## src/rtl/serial_subtractor.sv

```systemverilog
// Bit-serial subtractor: computes a - b - bin LSB first through one full-subtractor
// cell and a borrow flop, behind a start/busy/done handshake.
module serial_subtractor #(
   parameter int unsigned WIDTH = 8
) (
   input  logic             clk,
   input  logic             rst_n,
   input  logic             start,
   input  logic [WIDTH-1:0] a,
   input  logic [WIDTH-1:0] b,
   input  logic             bin,
   output logic             busy,
   output logic             done,
   output logic [WIDTH-1:0] diff,
   output logic             bout
);

   localparam int unsigned CW = $clog2(WIDTH + 1);

   typedef enum logic [1:0] {
      IDLE,
      RUN,
      DONE
   } state_t;

   state_t           state_q,   state_d;
   logic [WIDTH-1:0] a_sr_q,    a_sr_d;
   logic [WIDTH-1:0] b_sr_q,    b_sr_d;
   logic [WIDTH-1:0] diff_sr_q, diff_sr_d;
   logic [WIDTH-1:0] diff_q,    diff_d;
   logic [CW-1:0]    cnt_q,     cnt_d;
   logic             br_q,      br_d;
   logic             bout_q,    bout_d;
   logic             busy_q,    busy_d;
   logic             done_q,    done_d;

   logic x_bit, y_bit, d_bit, br_next, accept;

   always_comb begin
      state_d   = state_q;
      a_sr_d    = a_sr_q;
      b_sr_d    = b_sr_q;
      diff_sr_d = diff_sr_q;
      diff_d    = diff_q;
      cnt_d     = cnt_q;
      br_d      = br_q;
      bout_d    = bout_q;
      busy_d    = busy_q;
      done_d    = done_q;

      x_bit   = a_sr_q[0];
      y_bit   = b_sr_q[0];
      d_bit   = x_bit ^ y_bit ^ br_q;
      br_next = (~x_bit & y_bit) | (~(x_bit ^ y_bit) & br_q);

      // DONE also accepts a held start so results stream every WIDTH+1 cycles
      accept = start && (state_q == IDLE || state_q == DONE);

      case (state_q)
         IDLE: begin
            busy_d = 1'b0;
            done_d = 1'b0;
         end
         RUN: begin
            diff_sr_d = {d_bit, diff_sr_q[WIDTH-1:1]};
            a_sr_d    = {1'b0, a_sr_q[WIDTH-1:1]};
            b_sr_d    = {1'b0, b_sr_q[WIDTH-1:1]};
            br_d      = br_next;
            cnt_d     = cnt_q + CW'(1);
            if (cnt_q == CW'(WIDTH - 1)) begin
               state_d = DONE;
               diff_d  = {d_bit, diff_sr_q[WIDTH-1:1]};
               bout_d  = br_next;
               busy_d  = 1'b0;
               done_d  = 1'b1;
            end else begin
               busy_d  = 1'b1;
            end
         end
         DONE: begin
            state_d = IDLE;
            done_d  = 1'b0;
         end
         default: begin
            state_d = IDLE;
            busy_d  = 1'b0;
            done_d  = 1'b0;
         end
      endcase

      if (accept) begin
         state_d   = RUN;
         a_sr_d    = a;
         b_sr_d    = b;
         br_d      = bin;
         cnt_d     = '0;
         diff_sr_d = '0;
         diff_d    = '0;
         bout_d    = 1'b0;
         busy_d    = 1'b1;
         done_d    = 1'b0;
      end
   end

   always_ff @(posedge clk or negedge rst_n) begin
      if (!rst_n) begin
         state_q   <= IDLE;
         a_sr_q    <= '0;
         b_sr_q    <= '0;
         diff_sr_q <= '0;
         diff_q    <= '0;
         cnt_q     <= '0;
         br_q      <= 1'b0;
         bout_q    <= 1'b0;
         busy_q    <= 1'b0;
         done_q    <= 1'b0;
      end else begin
         state_q   <= state_d;
         a_sr_q    <= a_sr_d;
         b_sr_q    <= b_sr_d;
         diff_sr_q <= diff_sr_d;
         diff_q    <= diff_d;
         cnt_q     <= cnt_d;
         br_q      <= br_d;
         bout_q    <= bout_d;
         busy_q    <= busy_d;
         done_q    <= done_d;
      end
   end

   assign busy = busy_q;
   assign done = done_q;
   assign diff = diff_q;
   assign bout = bout_q;

endmodule

```

## config.mk

```make
export PLATFORM = sky130hd
export DESIGN_NAME = serial_subtractor
export DESIGN_NICKNAME = d
export VERILOG_FILES = /design/src/rtl/serial_subtractor.sv
export SDC_FILE = /design/constraint.sdc
export NUM_CORES = 1
export LEC_CHECK = 0
export CAP_MARGIN = 5
export CORE_ASPECT_RATIO = 0.5
export CORE_MARGIN = 4
export CORE_UTILIZATION = 51
export DETAILED_ROUTE_END_ITERATION = 8
export PLACE_DENSITY = 0.79
export SLEW_MARGIN = 20
export SYNTH_ARGS = -nofsm -noshare
export SYNTH_HDL_FRONTEND = slang
export SYNTH_SLANG_ARGS = --single-unit
```

## constraint.sdc

```tcl
create_clock -name clk -period 1.6 [get_ports clk]
set_input_delay 0.16 -clock clk [delete_from_list [all_inputs] [get_ports clk]]
set_output_delay 0.16 -clock clk [all_outputs]
set_load 0.005 [all_outputs]
```

==> Yosys cells after proc, flatten, opt, wreduce, memory -nomap -nowiden <==
Cells that the tools add are included.
Widths: inputs -> output; s select.
{ "op_classes": {"n_addsub": 1, "multipliers": 0, "div": 0, "magnitude_cmp": 0, "eq_ne": 6, "n_shift": 0, "n_mux": 25, "n_bitwise": 7, "n_reduce_logical": 7} }
{ "ops": {"columns": ["op", "n"], "rows": [
  ["$mux 8", 9],
  ["$mux 1", 10],
  ["$mux 4", 2],
  ["$add 4x1->4 const B", 1],
  ["$eq 4x3->1 const B", 1],
  ["$mux 2", 2],
  ["$ne 2x2->1 const B", 2],
  ["$pmux 2 s2", 1],
  ["$reduce_and 2->1", 2],
  ["$reduce_bool 2->1", 2],
  ["$ne 3x3->1 const B", 1],
  ["$and 1x1->1", 2],
  ["$eq 2x1->1 const B", 1],
  ["$eq 2x2->1 const B", 1],
  ["$logic_not 2->1", 1],
  ["$not 1->1", 2],
  ["$pmux 1 s2", 1],
  ["$xor 1x1->1", 2],
  ["$logic_and 1x1->1", 1],
  ["$logic_or 1x1->1", 1],
  ["$or 1x1->1", 1]
]} }
{ "totals": {"register_bits": 42, "latchBits": 0, "ramBits": 0, "romBits": 0, "input_bits": 20, "wordCells": 56, "mem_count": 0} }

==> Longest topological paths before layout <==
{ "depth": {"ltp_word": 7, "ltp_mapped": 5, "depth_no_buf": 4} }

==> Worst setup path after synthesis <==
No wires, ideal clock.
{ "synth_timing": {"path_type": "reg-to-reg", "startpoint": "reg cnt_q[0]", "endpoint": "reg bout_q (netlist: bout)", "setup_ps": 124, "arrival_ps": 1172, "setup_slack_ps": 304, "stages_incl_launch_ff": 6, "n_path_buf": 1, "synth_period_minus_slack_ps": 1296, "path_cell_list": "dfrtp_1 ha_1 and3b_1 and2_1 buf_4 mux2i_1"} }
{ "synth_via": {"elab_chain_len": 3} }
{ "synth_rtl": {"columns": ["item", "line", "text"], "rows": [
  ["start, declared", "31", "logic [CW-1:0] cnt_q, cnt_d;"],
  ["start signal, assigned", "123", "cnt_q <= cnt_d;"],
  ["$eq 4x3->1", "70", "if (cnt_q == CW'(WIDTH - 1)) begin"],
  ["$reduce_bool 2->1 (no line)", null, null],
  ["$reduce_and 2->1 (no line)", null, null],
  ["end signal, assigned", "125", "bout_q <= bout_d;"],
  ["end, declared", "33", "logic bout_q, bout_d;"]
]} }
Every way passes these cells.
A chain may end at the register's enable or synchronous reset.

==> Final worst setup path <==
Ends and elaborated chain as after synthesis.

==> impl_results.md <==
- Yosys top cell by area: dfrtp_1
- Worst Setup End Kind: flip-flop
- Initial Util: 0.556
- Cts repair resizes: 0
- Slew Limit Fails: 0
- Initial antenna violation count: 0
- Cell variety after synth: 28
- Dominant cells by area after synthesis: dfrtp_1 (59%), nand2_1 (8.0%), a22o_1 (4.5%)
- Area grow syn2layout: 25.2%
- Mapped Cells: 170
- Setup violators final: 0
- Worst path cell trace: ha_1 -> and3b_1 -> and2_1 -> mux2i_1
- Clock skew: 5.82 ps
- Post-Layout Cell Count: 244
- Worst min path class: in -> reg
- Routed vias: 1313
- Sequential element share of the synthesized area: 0.589
- Max VDD drop: 0.665 mV
- Clock H-tree levels: 2
- Final Hold Fails: 0
- Drt pass-1 iters: 4
- ANT cells: 0
- Clock buffer depth: 2
- Kind of critical path: reg -> reg
- Post-route setup TNS: 0 ps
- Power Density: 1840 nW/um^2
- Final wirelength: 3.32 mm
- Status: complete, no violations
- DR vias/cell: 5.38
- YS warnings: 0
- DRC viols: 0
- CP max-delay cell: dfrtp_1
- Post-detail-place hpwl: 2.25 mm
- Fin crit share: 0.890
- Chip width: 90.7 um
- Worst rel slew slack: 0.668
- TritonCTS Buffers: 5
- Placer Congestion: 0.771
- Synth top area share: 0.589
- Min Clock Period, post-route: 1420 ps
- Std-Cell Core Area: 3140 sq um
- GRT Resource Usage Total: 0.165
- Maxcap violations: 0
- Routed Antenna Nets: 0
- IO Port Bufs: 30
- Max stage delay on crit path: 390 ps
- Critical path arrival: 1650 ps
- # rows: 14
- Io pins: 31
- Layout cells sized above 1: 0.0980
- RSZ-0062 raised after global routing: false
- Largest net degree at the start of global routing: 42
- Startpoint types: flip-flop
- Post-Synthesis Cell Area: 1740 sq um
- F_max: 702 MHz
- Wire per inst: 13.6 um
- Die area: 4470 sq um
- Global-route wire length before repair: 5.70 mm
- Max Fanout on Critical Path: 10
- Reg clk slew, reported paths: 80 ps
- Clock Latency Late Sink: 290 ps
- CTS tree: yes
- Root buffer cell: clkbuf_8
- Total grt overflow: 0
- Worst EP required: 1820 ps
- Placed cell count: 235
- Syn Nets: 192
- Initial drt markers: 38
- Avg Synthesized Cell Area: 10.3 sq um
- Vias in the first global route: 1266
- Number of synthesized register bits: 41
- Die Y: 49.3 um
- Post-Route Utilization: 0.696
- Slew @ Worst Pin: 498 ps
- Leakage dissipation: 0.979 nW
- Clock sink total: 41
- Nets: 225
[critical path, delay by kind of cell (launching register included)]
kind / cells / cell delay, ps
muxes: 1 / 220
and+or+nand+nor: 2 / 540
DFF: 1 / 390
adders and majority gates: 1 / 190
[state kept, by name, indices dropped and copies added (netlist names)]
register / count
bout: 1
diff_sr_q: 7
cnt_q: 4
br_q: 1
done: 1
a_sr_q: 8
busy: 1
b_sr_q: 8
diff: 8
state_q: 2
[stage by stage]
| stage | worst slack, ps | power [mW] | hold slack [ps] | area, sq um |
|---|---|---|---|---|
| after floorplan | 304 | 2.85 | -136 | 1740 |
| after global placement | 135 | 3.34 | 246 | 2090 |
| after detailed placement | 90.8 | 3.40 | 250 | 2090 |
| after CTS | 179 | 4.06 | 432 | 2180 |
| after global routing | 91.0 | 4.35 | 440 | 2180 |
| final | 176 | 4.02 | 430 | 2180 |
[logic make-up after synthesis]
kind of cell	count (synthesis)	share of synthesized area
adders and majority gates	2	0.0187
AOI/OAI and AO/OA	37	0.143
muxes	4	0.0237
buffers and inverters	15	0.0488
and+or+nand+nor	71	0.177
DFF	41	0.589
[per-layer routing]
metal / up-vias / part of all wire / GRT usage
met4: 0 / 0.017 / 0.0914
met3: 5 / 0.035 / 0.0462
met5: - / 0 / 0
li1: 654 / - / -
met1: 635 / 0.47 / 0.207
met2: 19 / 0.47 / 0.259
[area by class of cell]
type                       instances  area, sq um
tap                               40         50.0
clock buffer                       5         68.8
clock inverter                     3         17.5
sequential                        41         1030
timing repair buffer              39          378
multi-input combinational        114          634
fill                             225          953
inverter                           2         7.51
[cells in the mapped netlist]
cell type and count:
a21oi_1 2, a221o_1 2, a22o_1 9, a22oi_1 2
a31oi_1 11, and2_1 1, and3b_1 1, buf_2 8
buf_4 3, buf_6 1, clkbuf_1 1, dfrtp_1 41
fa_1 1, ha_1 1, inv_1 2, mux2_2 1
mux2i_1 3, nand2_1 37, nand2b_1 2, nand3_1 11
nand4_1 1, nor2_1 14, nor2_4 1, nor2b_1 2
nor3_1 1, o21ai_0 2, o21ai_1 8, o22ai_1 1
[report_power, final]
group	internal (mW)	leakage [nW]	switching (mW)
clock network	0.301	0.0439	0.349
logic	0.805	0.414	0.805
registers	1.49	0.521	0.272
[repair_timing]
item                                    4_1_cts  5_1_grt
hold endpoints to repair                     41        0
hold buffers                                  1        0
endpoints found under the setup margin        0        0
buffers inserted                              0        0
[cell usage in the layout (no fill, tap or decap), types with 2 or more instances in the layout]
cell type        synthesis  final
mux2i_1                  3      3
a22o_1                   9      9
a221o_1                  2      2
clkdlybuf4s50_1          0     29
clkinv_2                 0      2
nand2_1                 37     37
o21ai_1                  8      8
o21ai_0                  2      2
buf_4                    3      7
inv_1                    2      2
clkbuf_8                 0      5
a31oi_1                 11     11
a21oi_1                  2      2
a22oi_1                  2      2
nand3_1                 11     11
dfrtp_1                 41     41
nand2b_1                 2      2
nor2_1                  14     14
[worst paths after layout]
check	start	end	slack, ps	depth (start not counted)
setup / recovery	cnt_q[0]	bout	180	4
hold / removal	b[7]	b_sr_q[7]	430	3
setup reg to reg	cnt_q[0]	bout	180	4
hold reg to reg	cnt_q[3]	cnt_q[3]	480	1
max in group asynchronous	rst_n	diff[1]	800	3
min in group asynchronous	rst_n	a_sr_q[5]	450	3
(Power assumes the default switching activity.)
